`src/rtl/tmr_irq_ctrl_pkg.sv`:
```
// Shared timer register-map definitions: timer core addresses, interrupt controller
// addresses and bit positions, and the APB handshake state encoding.
package tmr_irq_ctrl_pkg;

    // Timer core registers, decoded by the timer block itself.
    localparam int unsigned TDR_ADDR  = 'h00;
    localparam int unsigned TCR_ADDR  = 'h01;
    localparam int unsigned TSR_ADDR  = 'h02;
    localparam int unsigned TCNT_ADDR = 'h03;

    // Interrupt controller registers.
    localparam int unsigned IER_ADDR  = 'h10;
    localparam int unsigned ISR_ADDR  = 'h11;
    localparam int unsigned ICNT_ADDR = 'h12;
    localparam int unsigned ITHR_ADDR = 'h13;

    localparam int unsigned OVF_BIT   = 0;
    localparam int unsigned UDF_BIT   = 1;
    localparam int unsigned SRC_W     = 2;
    localparam int unsigned FIELD_W   = 4;
    localparam int unsigned ICNT_MAX  = 15;
    localparam int unsigned ITHR_RST  = 1;

    typedef enum logic [1:0] {
        APB_IDLE  = 2'd0,
        APB_WAIT  = 2'd1,
        APB_READY = 2'd2
    } apb_state_e;

    typedef enum logic [2:0] {
        SEL_NONE = 3'd0,
        SEL_IER  = 3'd1,
        SEL_ISR  = 3'd2,
        SEL_ICNT = 3'd3,
        SEL_ITHR = 3'd4
    } reg_sel_e;

endpackage

```
`src/rtl/tmr_irq_ctrl_event_counter.sv`:
```
// Saturating interrupt event counter (ICNT) with optional threshold compare.
// Threshold logic only exists when TMR_IRQ_COALESCE_EN is defined.
module irq_event_counter
    import tmr_irq_ctrl_pkg::*;
(
    input  logic               clk,
    input  logic               rst_n,
    input  logic               ovf_evt,
    input  logic               udf_evt,
    input  logic               clr,
`ifdef TMR_IRQ_COALESCE_EN
    input  logic [FIELD_W-1:0] thr,
    output logic               thr_met_c,
`endif
    output logic [FIELD_W-1:0] icnt
);

    logic [FIELD_W:0] sum_c;

    // A clear restarts from zero but still counts events of the same cycle.
    assign sum_c = (clr ? (FIELD_W+1)'(0) : {1'b0, icnt})
                 + (FIELD_W+1)'(ovf_evt) + (FIELD_W+1)'(udf_evt);

    always_ff @(posedge clk or negedge rst_n) begin
        if (!rst_n) begin
            icnt <= '0;
        end else if (sum_c > (FIELD_W+1)'(ICNT_MAX)) begin
            icnt <= FIELD_W'(ICNT_MAX);
        end else begin
            icnt <= sum_c[FIELD_W-1:0];
        end
    end

`ifdef TMR_IRQ_COALESCE_EN
    logic [FIELD_W-1:0] thr_eff_c;

    // A zero threshold behaves like a threshold of one.
    assign thr_eff_c = (thr == '0) ? FIELD_W'(1) : thr;
    assign thr_met_c = (icnt >= thr_eff_c);
`endif

endmodule

```
`src/rtl/tmr_irq_ctrl.sv`:
```
// Timer interrupt controller: APB slave with IER/ISR/ICNT (and ITHR when
// TMR_IRQ_COALESCE_EN is defined) plus a registered level interrupt request.
module tmr_irq_ctrl
    import tmr_irq_ctrl_pkg::*;
#(
    parameter int unsigned ADDR_WIDTH = 8,
    parameter int unsigned DATA_WIDTH = 8
) (
    input  logic                  PCLK,
    input  logic                  PRESET_n,
    input  logic                  PSEL,
    input  logic                  PENABLE,
    input  logic                  PWRITE,
    input  logic [ADDR_WIDTH-1:0] PADDR,
    input  logic [DATA_WIDTH-1:0] PWDATA,
    output logic [DATA_WIDTH-1:0] PRDATA,
    output logic                  PREADY,
    output logic                  PSLVERR,
    input  logic                  Set_OVF_pulse,
    input  logic                  Set_UDF_pulse,
    output logic                  TMR_IRQ
);

    apb_state_e         state;
    reg_sel_e           sel_c;
    reg_sel_e           req_sel;
    logic               req_write;
    logic [FIELD_W-1:0] req_wdata;
    logic [DATA_WIDTH-1:0] rd_data_c;
    logic               err_c;

    logic [SRC_W-1:0]   ier;
    logic [SRC_W-1:0]   isr;
    logic [FIELD_W-1:0] icnt;
    logic [SRC_W-1:0]   evt_c;
    logic [SRC_W-1:0]   evt_en_c;
    logic [SRC_W-1:0]   isr_clr_c;
    logic               commit_c;
    logic               wr_ier_c;
    logic               wr_isr_c;
    logic               icnt_clr_c;
    logic               irq_cond_c;
    logic               unused_ok;

`ifdef TMR_IRQ_COALESCE_EN
    logic [FIELD_W-1:0] ithr;
    logic               wr_ithr_c;
    logic               thr_met_c;
`endif

    // Address decode and read mux, evaluated on the live bus during WAIT.
    always_comb begin
        sel_c     = SEL_NONE;
        rd_data_c = '0;
        if (PADDR == ADDR_WIDTH'(IER_ADDR)) begin
            sel_c     = SEL_IER;
            rd_data_c = DATA_WIDTH'(ier);
        end else if (PADDR == ADDR_WIDTH'(ISR_ADDR)) begin
            sel_c     = SEL_ISR;
            rd_data_c = DATA_WIDTH'(isr);
        end else if (PADDR == ADDR_WIDTH'(ICNT_ADDR)) begin
            sel_c     = SEL_ICNT;
            rd_data_c = DATA_WIDTH'(icnt);
`ifdef TMR_IRQ_COALESCE_EN
        end else if (PADDR == ADDR_WIDTH'(ITHR_ADDR)) begin
            sel_c     = SEL_ITHR;
            rd_data_c = DATA_WIDTH'(ithr);
`endif
        end
    end

    assign err_c = (sel_c == SEL_NONE) || (PWRITE && (sel_c == SEL_ICNT));

    // APB handshake: IDLE -> WAIT -> READY -> IDLE, outputs registered for READY.
    always_ff @(posedge PCLK or negedge PRESET_n) begin
        if (!PRESET_n) begin
            state     <= APB_IDLE;
            PREADY    <= 1'b0;
            PSLVERR   <= 1'b0;
            PRDATA    <= '0;
            req_sel   <= SEL_NONE;
            req_write <= 1'b0;
            req_wdata <= '0;
        end else begin
            case (state)
                APB_IDLE: begin
                    if (PSEL && PENABLE) begin
                        state <= APB_WAIT;
                    end
                end
                APB_WAIT: begin
                    if (!PSEL) begin
                        state <= APB_IDLE;
                    end else begin
                        state     <= APB_READY;
                        PREADY    <= 1'b1;
                        PSLVERR   <= err_c;
                        PRDATA    <= (err_c || PWRITE) ? '0 : rd_data_c;
                        req_sel   <= sel_c;
                        req_write <= PWRITE && !err_c;
                        req_wdata <= PWDATA[FIELD_W-1:0];
                    end
                end
                APB_READY: begin
                    state     <= APB_IDLE;
                    PREADY    <= 1'b0;
                    PSLVERR   <= 1'b0;
                    PRDATA    <= '0;
                    req_write <= 1'b0;
                end
                default: begin
                    state <= APB_IDLE;
                end
            endcase
        end
    end

    assign commit_c   = (state == APB_READY) && req_write;
    assign wr_ier_c   = commit_c && (req_sel == SEL_IER);
    assign wr_isr_c   = commit_c && (req_sel == SEL_ISR);
    assign isr_clr_c  = wr_isr_c ? req_wdata[SRC_W-1:0] : '0;
    assign icnt_clr_c = |isr_clr_c;

    always_comb begin
        evt_c          = '0;
        evt_c[OVF_BIT] = Set_OVF_pulse;
        evt_c[UDF_BIT] = Set_UDF_pulse;
    end

    assign evt_en_c = evt_c & ier;

`ifdef TMR_IRQ_COALESCE_EN
    assign wr_ithr_c  = commit_c && (req_sel == SEL_ITHR);
    assign irq_cond_c = (|(isr & ier)) && thr_met_c;
    assign unused_ok  = &{1'b0, PWDATA[DATA_WIDTH-1:FIELD_W]};
`else
    assign irq_cond_c = |(isr & ier);
    assign unused_ok  = &{1'b0, PWDATA[DATA_WIDTH-1:FIELD_W], req_wdata[FIELD_W-1:SRC_W]};
`endif

    // Register file; a source pulse wins over a simultaneous W1C of its bit.
    always_ff @(posedge PCLK or negedge PRESET_n) begin
        if (!PRESET_n) begin
            ier     <= '0;
            isr     <= '0;
            TMR_IRQ <= 1'b0;
        end else begin
            if (wr_ier_c) begin
                ier <= req_wdata[SRC_W-1:0];
            end
            isr     <= (isr & ~isr_clr_c) | evt_c;
            TMR_IRQ <= irq_cond_c;
        end
    end

`ifdef TMR_IRQ_COALESCE_EN
    always_ff @(posedge PCLK or negedge PRESET_n) begin
        if (!PRESET_n) begin
            ithr <= FIELD_W'(ITHR_RST);
        end else if (wr_ithr_c) begin
            ithr <= req_wdata;
        end
    end
`endif

    irq_event_counter u_evt_cnt (
        .clk       (PCLK),
        .rst_n     (PRESET_n),
        .ovf_evt   (evt_en_c[OVF_BIT]),
        .udf_evt   (evt_en_c[UDF_BIT]),
        .clr       (icnt_clr_c),
`ifdef TMR_IRQ_COALESCE_EN
        .thr       (ithr),
        .thr_met_c (thr_met_c),
`endif
        .icnt      (icnt)
    );

endmodule

```
`config.mk`:
```
export PLATFORM = sky130hd
export DESIGN_NAME = tmr_irq_ctrl
export DESIGN_NICKNAME = d
export VERILOG_FILES = /design/src/rtl/tmr_irq_ctrl_pkg.sv /design/src/rtl/tmr_irq_ctrl_event_counter.sv /design/src/rtl/tmr_irq_ctrl.sv
export SDC_FILE = /design/constraint.sdc
export NUM_CORES = 1
export LEC_CHECK = 0
export BUFFER_PORTS_ARGS = -buffer_cell sky130_fd_sc_hd__buf_2
export CORE_MARGIN = 2
export CORE_UTILIZATION = 53
export CTS_CLUSTER_SIZE = 12
export DETAILED_ROUTE_END_ITERATION = 8
export GPL_TIMING_DRIVEN = 0
export PLACE_DENSITY = 0.92
export SYNTH_ARGS = -nofsm -noshare
export SYNTH_HDL_FRONTEND = slang
export SYNTH_HIERARCHICAL = 1
export SYNTH_SLANG_ARGS = --single-unit
```
`constraint.sdc`:
```
create_clock -name PCLK -period 5.4 [get_ports PCLK]
set_clock_uncertainty 0.05 [all_clocks]
set_input_delay 0.27 -clock PCLK [delete_from_list [all_inputs] [get_ports PCLK]]
set_output_delay 0.27 -clock PCLK [all_outputs]
set_load 0.005 [all_outputs]
```
==> results of run 1 <==
[power groups by stage]
| stage | combinational, mW | clock, mW | sequential (mW) |
|---|---|---|---|
| 2_1_floorplan | 0.0182 | 0 | 0.181 |
| 3_3_place_gp | 0.0330 | 0 | 0.181 |
| 3_5_place_dp | 0.0342 | 0 | 0.182 |
| 4_1_cts | 0.0351 | 0.0916 | 0.178 |
| 5_1_grt | 0.0395 | 0.0985 | 0.180 |
| 6_report | 0.0347 | 0.0908 | 0.179 |
[worst max-delay path: stages (launching register included)]
cell and delay [ns]:
dfrtp_1 0.45, nor2b_1 0.25, and4b_1 0.31, o21a_1 0.25, nor2b_1 0.08, fa_1 0.41
ha_1 0.24, mux2_4 0.27
[logic make-up (layout without fill, tap and decap cells)]
logic type	Yosys count	in the layout	synth area share, %
other	1	4	0.335
and+or+nand+nor	41	41	24.4
xor gates and xnor gates	1	1	0.783
muxes	3	3	3.36
AOI/OAI and AO/OA	22	22	14.1
DFF	22	22	49.2
adders and majority gates	2	2	2.91
buffers and inverters	10	36	4.92
[routing by layer]
layer	share of wire (%)	up-vias
met5	0	-
met4	0.57	0
met3	3.1	2
met2	52	17
met1	44	408
li1	-	414
[state kept, by name, indices dropped and copies added (netlist names)]
signal          flops
PRDATA              4
u_evt_cnt/icnt      4
ier                 2
isr                 2
req_sel             2
req_wdata           2
state               2
PREADY              1
PSLVERR             1
TMR_IRQ             1
req_write           1
[cell usage after synthesis (all sizes together) (3+ instances only)]
| library cell | instances | area (µm²) |
|---|---|---|
| dfrtp | 22 | 551 |
| nand2 | 13 | 48.8 |
| nor2b | 6 | 40.0 |
| buf | 5 | 35.0 |
| nor2 | 5 | 18.8 |
| o21ai | 5 | 25.0 |
| nand2b | 4 | 25.0 |
| a22o | 3 | 26.3 |
| a31oi | 3 | 18.8 |
| inv | 3 | 11.3 |
| mux2 | 3 | 37.5 |
| o31ai | 3 | 22.5 |
[through the flow]
| stage | hold WS [ns] | cells |
|---|---|---|
| floorplan | -0.0756 | 105 |
| global placement | 0.194 | 153 |
| detailed placement | 0.210 | 153 |
| CTS | 0.0969 | 158 |
| global route | 0.0877 | 158 |
| finish | 0.0943 | 158 |
[final cells by class]
| cell class | instances | area share (%) |
|---|---|---|
| sequential | 22 | 41.9 |
| multi-input combinational | 73 | 39.9 |
| timing repair buffer | 22 | 8.75 |
| buffer | 6 | 2.95 |
| clock buffer | 4 | 2.76 |
| tap | 27 | 2.57 |
| inverter | 4 | 1.24 |
[worst max path at each step]
stage	from	depth (start not counted)	endpoint	slack [ns]
floorplan	state[0]$_DFFE_PN0P_	7	u_evt_cnt/icnt[2]$_DFF_PN0_	3.25
global route	state[0]$_DFFE_PN0P_	7	u_evt_cnt/icnt[2]$_DFF_PN0_	2.85
detailed placement	state[0]$_DFFE_PN0P_	7	u_evt_cnt/icnt[2]$_DFF_PN0_	2.99
global placement	state[0]$_DFFE_PN0P_	7	u_evt_cnt/icnt[2]$_DFF_PN0_	3.04
CTS	state[0]$_DFFE_PN0P_	7	u_evt_cnt/icnt[2]$_DFF_PN0_	2.95
finish	state[0]$_DFFE_PN0P_	7	u_evt_cnt/icnt[2]$_DFF_PN0_	2.97
==> run metrics, run 1 <==
peak supply drop 117 µV; Max Cap Violations 0; worst skew pair latency 0.30 ns; Peak Freq 412 MHz; CP Capture Type flip-flop; # fillers ~170; Routed WL per cell about 13 µm; Crit Path Max Fanout 5; DRT iter0 DRCs 5; combinational power share 11.4%; met1 usage between 20 and 25%; DR DRC count 0; ANT nets after route 0; GR Util met2 36.2%; H-tree Lvls 1; GRT Resource Usage Total 19.2%; PwrDens about 230 nW/µm²; Die ar. 2490 µm²; Vias/cell between 5 and 6; IO buf count 21; Hold Buf Count CTS 1; via total after detailed routing 841; status finished clean; post_cts resized 0; max-slew violations 0; Initial Utilization 56.4%; proportion of layout cells with a drive suffix above 1 31.3%; number of flops mapped to enable cells by yosys 0; Clock power frac 29.8%; first-pass GRT wire length 3.64 mm; # setup viols final 0; TritonRoute pass-1 iters 4; Cell Area, Synth between 1000 and 1500 µm²; worst slack, placed ~3 ns; grt ovf 0; HPWL Detailed 1.66 mm; nets@finish 157; number of global-route vias before repair 868; clock root cell clkbuf_4; Num CTS Buffers 3; clock slew at reported path FFs 0.13 ns; ys flop type dfrtp_1; hold path cells 2; Clock Tree Buf Depth 2; Startpoint Class flip-flop; Routed WL between 2 and 2.5 mm; Pwr Total about 0.30 mW; period utilisation layout approximately 45%; Synth Warn # 6; Syn Area/Cell 11.0 µm²; Reg area 551 µm²; area of the multi-input gates between 500 and 600 µm²; CP Class flip-flop to flip-flop; R2R cell count 7; HP Class input pin to flip-flop; diodes inserted 0; worst setup margin 2.97 ns; crit path DAT ~2.6 ns; Switching Fraction roughly a quarter; clock sink count 22; Post-DP Area 1270 µm²; most frequent cells in the layout dfrtp_1, buf_2, nand2_1; Most Crowded Layer GR met2; worst r2r src state[0]$_DFFE_PN0P_; postcts setup bufs 0; reg2reg end u_evt_cnt/icnt[2]$_DFF_PN0_; initial antenna violation count 0; final hold violations 0; CTS tree built; Placer Congestion 0.784; Flop pwr share 58.8%; min Tclk post-route 2.43 ns; cell area after layout 1320 µm²; hold_sp Set_OVF_pulse; die boundary height about 50 µm; Synth cell types 38; Critical Path RT 5.55 ns; Hold Path Sink isr[0]$_DFF_PN0_; largest net degree at the start of global routing 23; #FFs+latches synth 22; # rows 16; core area 1980 µm²; P&R area growth vs syn 17.6%; Seq/Total Area, Yosys about half; Die W around 50 µm; Leak about 0.68 nW; met3 Track Usage GR 2.73%; Cells after Synth 102; async set-reset flop share out of synthesis 100%; unrepaired setup endpoints after global routing false; R2R setup slack 2.97 ns; IO Count 34; Finished Core Util 66.4%; TNS Setup 0 ns; internal power around 0.23 mW; P_sw between 0.07 and 0.08 mW
Power figures use the tool's default switching activity.
==> run 2, diff against run 1 <==
--- a/config.mk
+++ b/config.mk
@@ -7,11 +7,11 @@
 export LEC_CHECK = 0
 export BUFFER_PORTS_ARGS = -buffer_cell sky130_fd_sc_hd__buf_2
 export CORE_MARGIN = 2
-export CORE_UTILIZATION = 53
+export CORE_UTILIZATION = 50
 export CTS_CLUSTER_SIZE = 12
 export DETAILED_ROUTE_END_ITERATION = 8
 export GPL_TIMING_DRIVEN = 0
-export PLACE_DENSITY = 0.92
+export PLACE_DENSITY = 0.88
 export SYNTH_ARGS = -nofsm -noshare
 export SYNTH_HDL_FRONTEND = slang
 export SYNTH_HIERARCHICAL = 1
==> constraint.sdc (replaced) <==
create_clock -name PCLK -period 2.3 [get_ports PCLK]
set_clock_uncertainty 0.05 [all_clocks]
set_input_delay 0.115 -clock PCLK [delete_from_list [all_inputs] [get_ports PCLK]]
set_output_delay 0.115 -clock PCLK [all_outputs]
set_load 0.005 [all_outputs]
==> run 2 against run 1 <==
Compared with the run above: sequential power grew 130%; largest power group unchanged; cell area increased by 5.1%; combinational power grew to 2.6 times the previous value; register-to-register slack got worse by 2.9 ns; worst hold slack worse by 0.047 ns; count of clock-buffer cells in the layout decreased by 1.
==> run metrics, run 2 (same netlist as run 1, synthesis figures left out) <==
status finished clean; nets@finish around 170; Routed WL per cell 13.8 µm; first-pass GRT wire length around 3.8 mm; IO Count 34; clock root cell clkbuf_4; crit path DAT 2.35 ns; proportion of layout cells with a drive suffix above 1 34.1%; max-slew violations 0; core area 2170 µm²; Routed WL 2.29 mm; via total after detailed routing 859; number of global-route vias before repair 852; Die ar. roughly 2600 µm²; CP Capture Type flip-flop; clock sink count 22; Pwr Total about 0.7 mW; # setup viols final 0; Vias/cell 5.17; Initial Utilization 51.6%; CP max stage delay 0.46 ns; TNS Setup 0 ns; final hold violations 0; biggest regs PRDATA: 4 flops, u_evt_cnt/icnt: 4 flops; period utilisation layout 95.8%; Critical Path RT 2.45 ns; TritonRoute pass-1 iters 4; GRT Resource Usage Total 19.3%; diodes inserted 0; clock slew at reported path FFs 0.12 ns; Leak 0.704 nW; CTS tree built; DR DRC count 0; unrepaired setup endpoints after global routing false; Peak Freq 454 MHz; worst setup margin 0.0966 ns; Max Cap Violations 0; DRT iter0 DRCs 15; # rows 17; HPWL Detailed around 1.7 mm; WP buf/inv 0; ANT nets after route 0; IO buf count 21; hold_sp PSEL; Placer Congestion about 0.74; Clock Tree Buf Depth 2; CP cell instances nor2b_2, and4b_1, o21a_2, nor2b_1, fa_1, ha_2, mux2_4; Crit Path Max Fanout 5; Startpoint Class flip-flop; most frequent cells in the layout buf_2, dfrtp_1, nand2_1; most common cell after layout, fill and taps aside buf_2; die boundary height 51.3 µm; worst slack, placed -0.160 ns; worst skew pair latency 0.30 ns; Num CTS Buffers 3; initial antenna violation count 0; peak supply drop a little over 300 µV; largest net degree at the start of global routing 23; PwrDens 492 nW/µm²; CP startpoint state[0]$_DFFE_PN0P_; grt ovf 0; H-tree Lvls 1; CP Class flip-flop to flip-flop; P&R area growth vs syn 23.6%; min Tclk post-route 2.20 ns; HP Class input pin to flip-flop; kind of cell adding the most delay to the critical path adder cells; Worst path slowest cell dfrtp_2; Die W 51.3 µm; worst r2r src state[0]$_DFFE_PN0P_
-- run 2: cell count changes in the layout (fill, tap and decap cells not counted), sizes merged --
cell	delta
buf	+3
dlygate4sd3	+5
clkbuf	-1
-- run 2: per-stage QoR --
stage                     util (%)  cells  hold WS, ns  area, µm²
final                         63.7    166       0.0476       1380
after global routing          63.7    166       0.0384       1380
after CTS                     62.7    164     0.000695       1360
after detailed placement      58.5    154       0.0532       1270
after global placement        58.5    154       0.0401       1270
after floorplan                  -    105       -0.231       1130
-- run 2: power breakdown --
part | internal [mW] | switching, mW | total (mW)
sequential | 0.405 | 0.0154 | 0.420
clock | 0.0609 | 0.108 | 0.169
combinational | 0.0451 | 0.0456 | 0.0907
-- run 2: per-layer routing --
metal / vias to the layer above / part of all wire [%] / wire length (µm) / global-route usage (%)
met1: 419 / 43 / 981 / 24.5
met2: 15 / 53 / 1230 / 34.2
met4: 0 / 0.52 / 12 / 5.26
met3: 2 / 3.2 / 73 / 2.63
met5: - / 0 / 0 / 0
li1: 423 / - / - / -
-- run 2: worst paths after layout --
path / to / slack (ns) / cells after the start
max: u_evt_cnt/icnt[2]$_DFF_PN0_ / 0.1 / 7
min: state[0]$_DFFE_PN0P_ / 0.05 / 2
max reg2reg: u_evt_cnt/icnt[2]$_DFF_PN0_ / 0.1 / 7
min reg2reg: PREADY$_DFFE_PN0P_ / 0.46 / 2
max in group asynchronous: state[0]$_DFFE_PN0P_ / 1.60 / 2
min in group asynchronous: state[1]$_DFFE_PN0P_ / 0.25 / 2
-- run 2: cell type report --
type / count / area (µm²)
well taps: 28 / 35.0
clock buffers: 3 / 22.5
inverters: 4 / 16.3
repair buffers: 30 / 188
plain buffers: 6 / 38.8
fillers: 198 / 787
multi-input cells: 73 / 531
flip-flops and latches: 22 / 552
-- run 2: worst reg2reg max path: cells and delay by family, from the launching register on --
family / cells / cell delay, ns
fa+ha+maj: 2 / 0.65
simple gates: 3 / 0.48
flops: 1 / 0.46
mux: 1 / 0.27
compound gates: 1 / 0.20
-- run 2: timing repair --
action,4_1_cts,5_1_grt
hold buffers,5,1
resized for setup,2,2
setup endpoints to repair,4,4
cloned,0,0
hold endpoints to repair,26,1
pin swaps,1,0
setup buffers,2,1
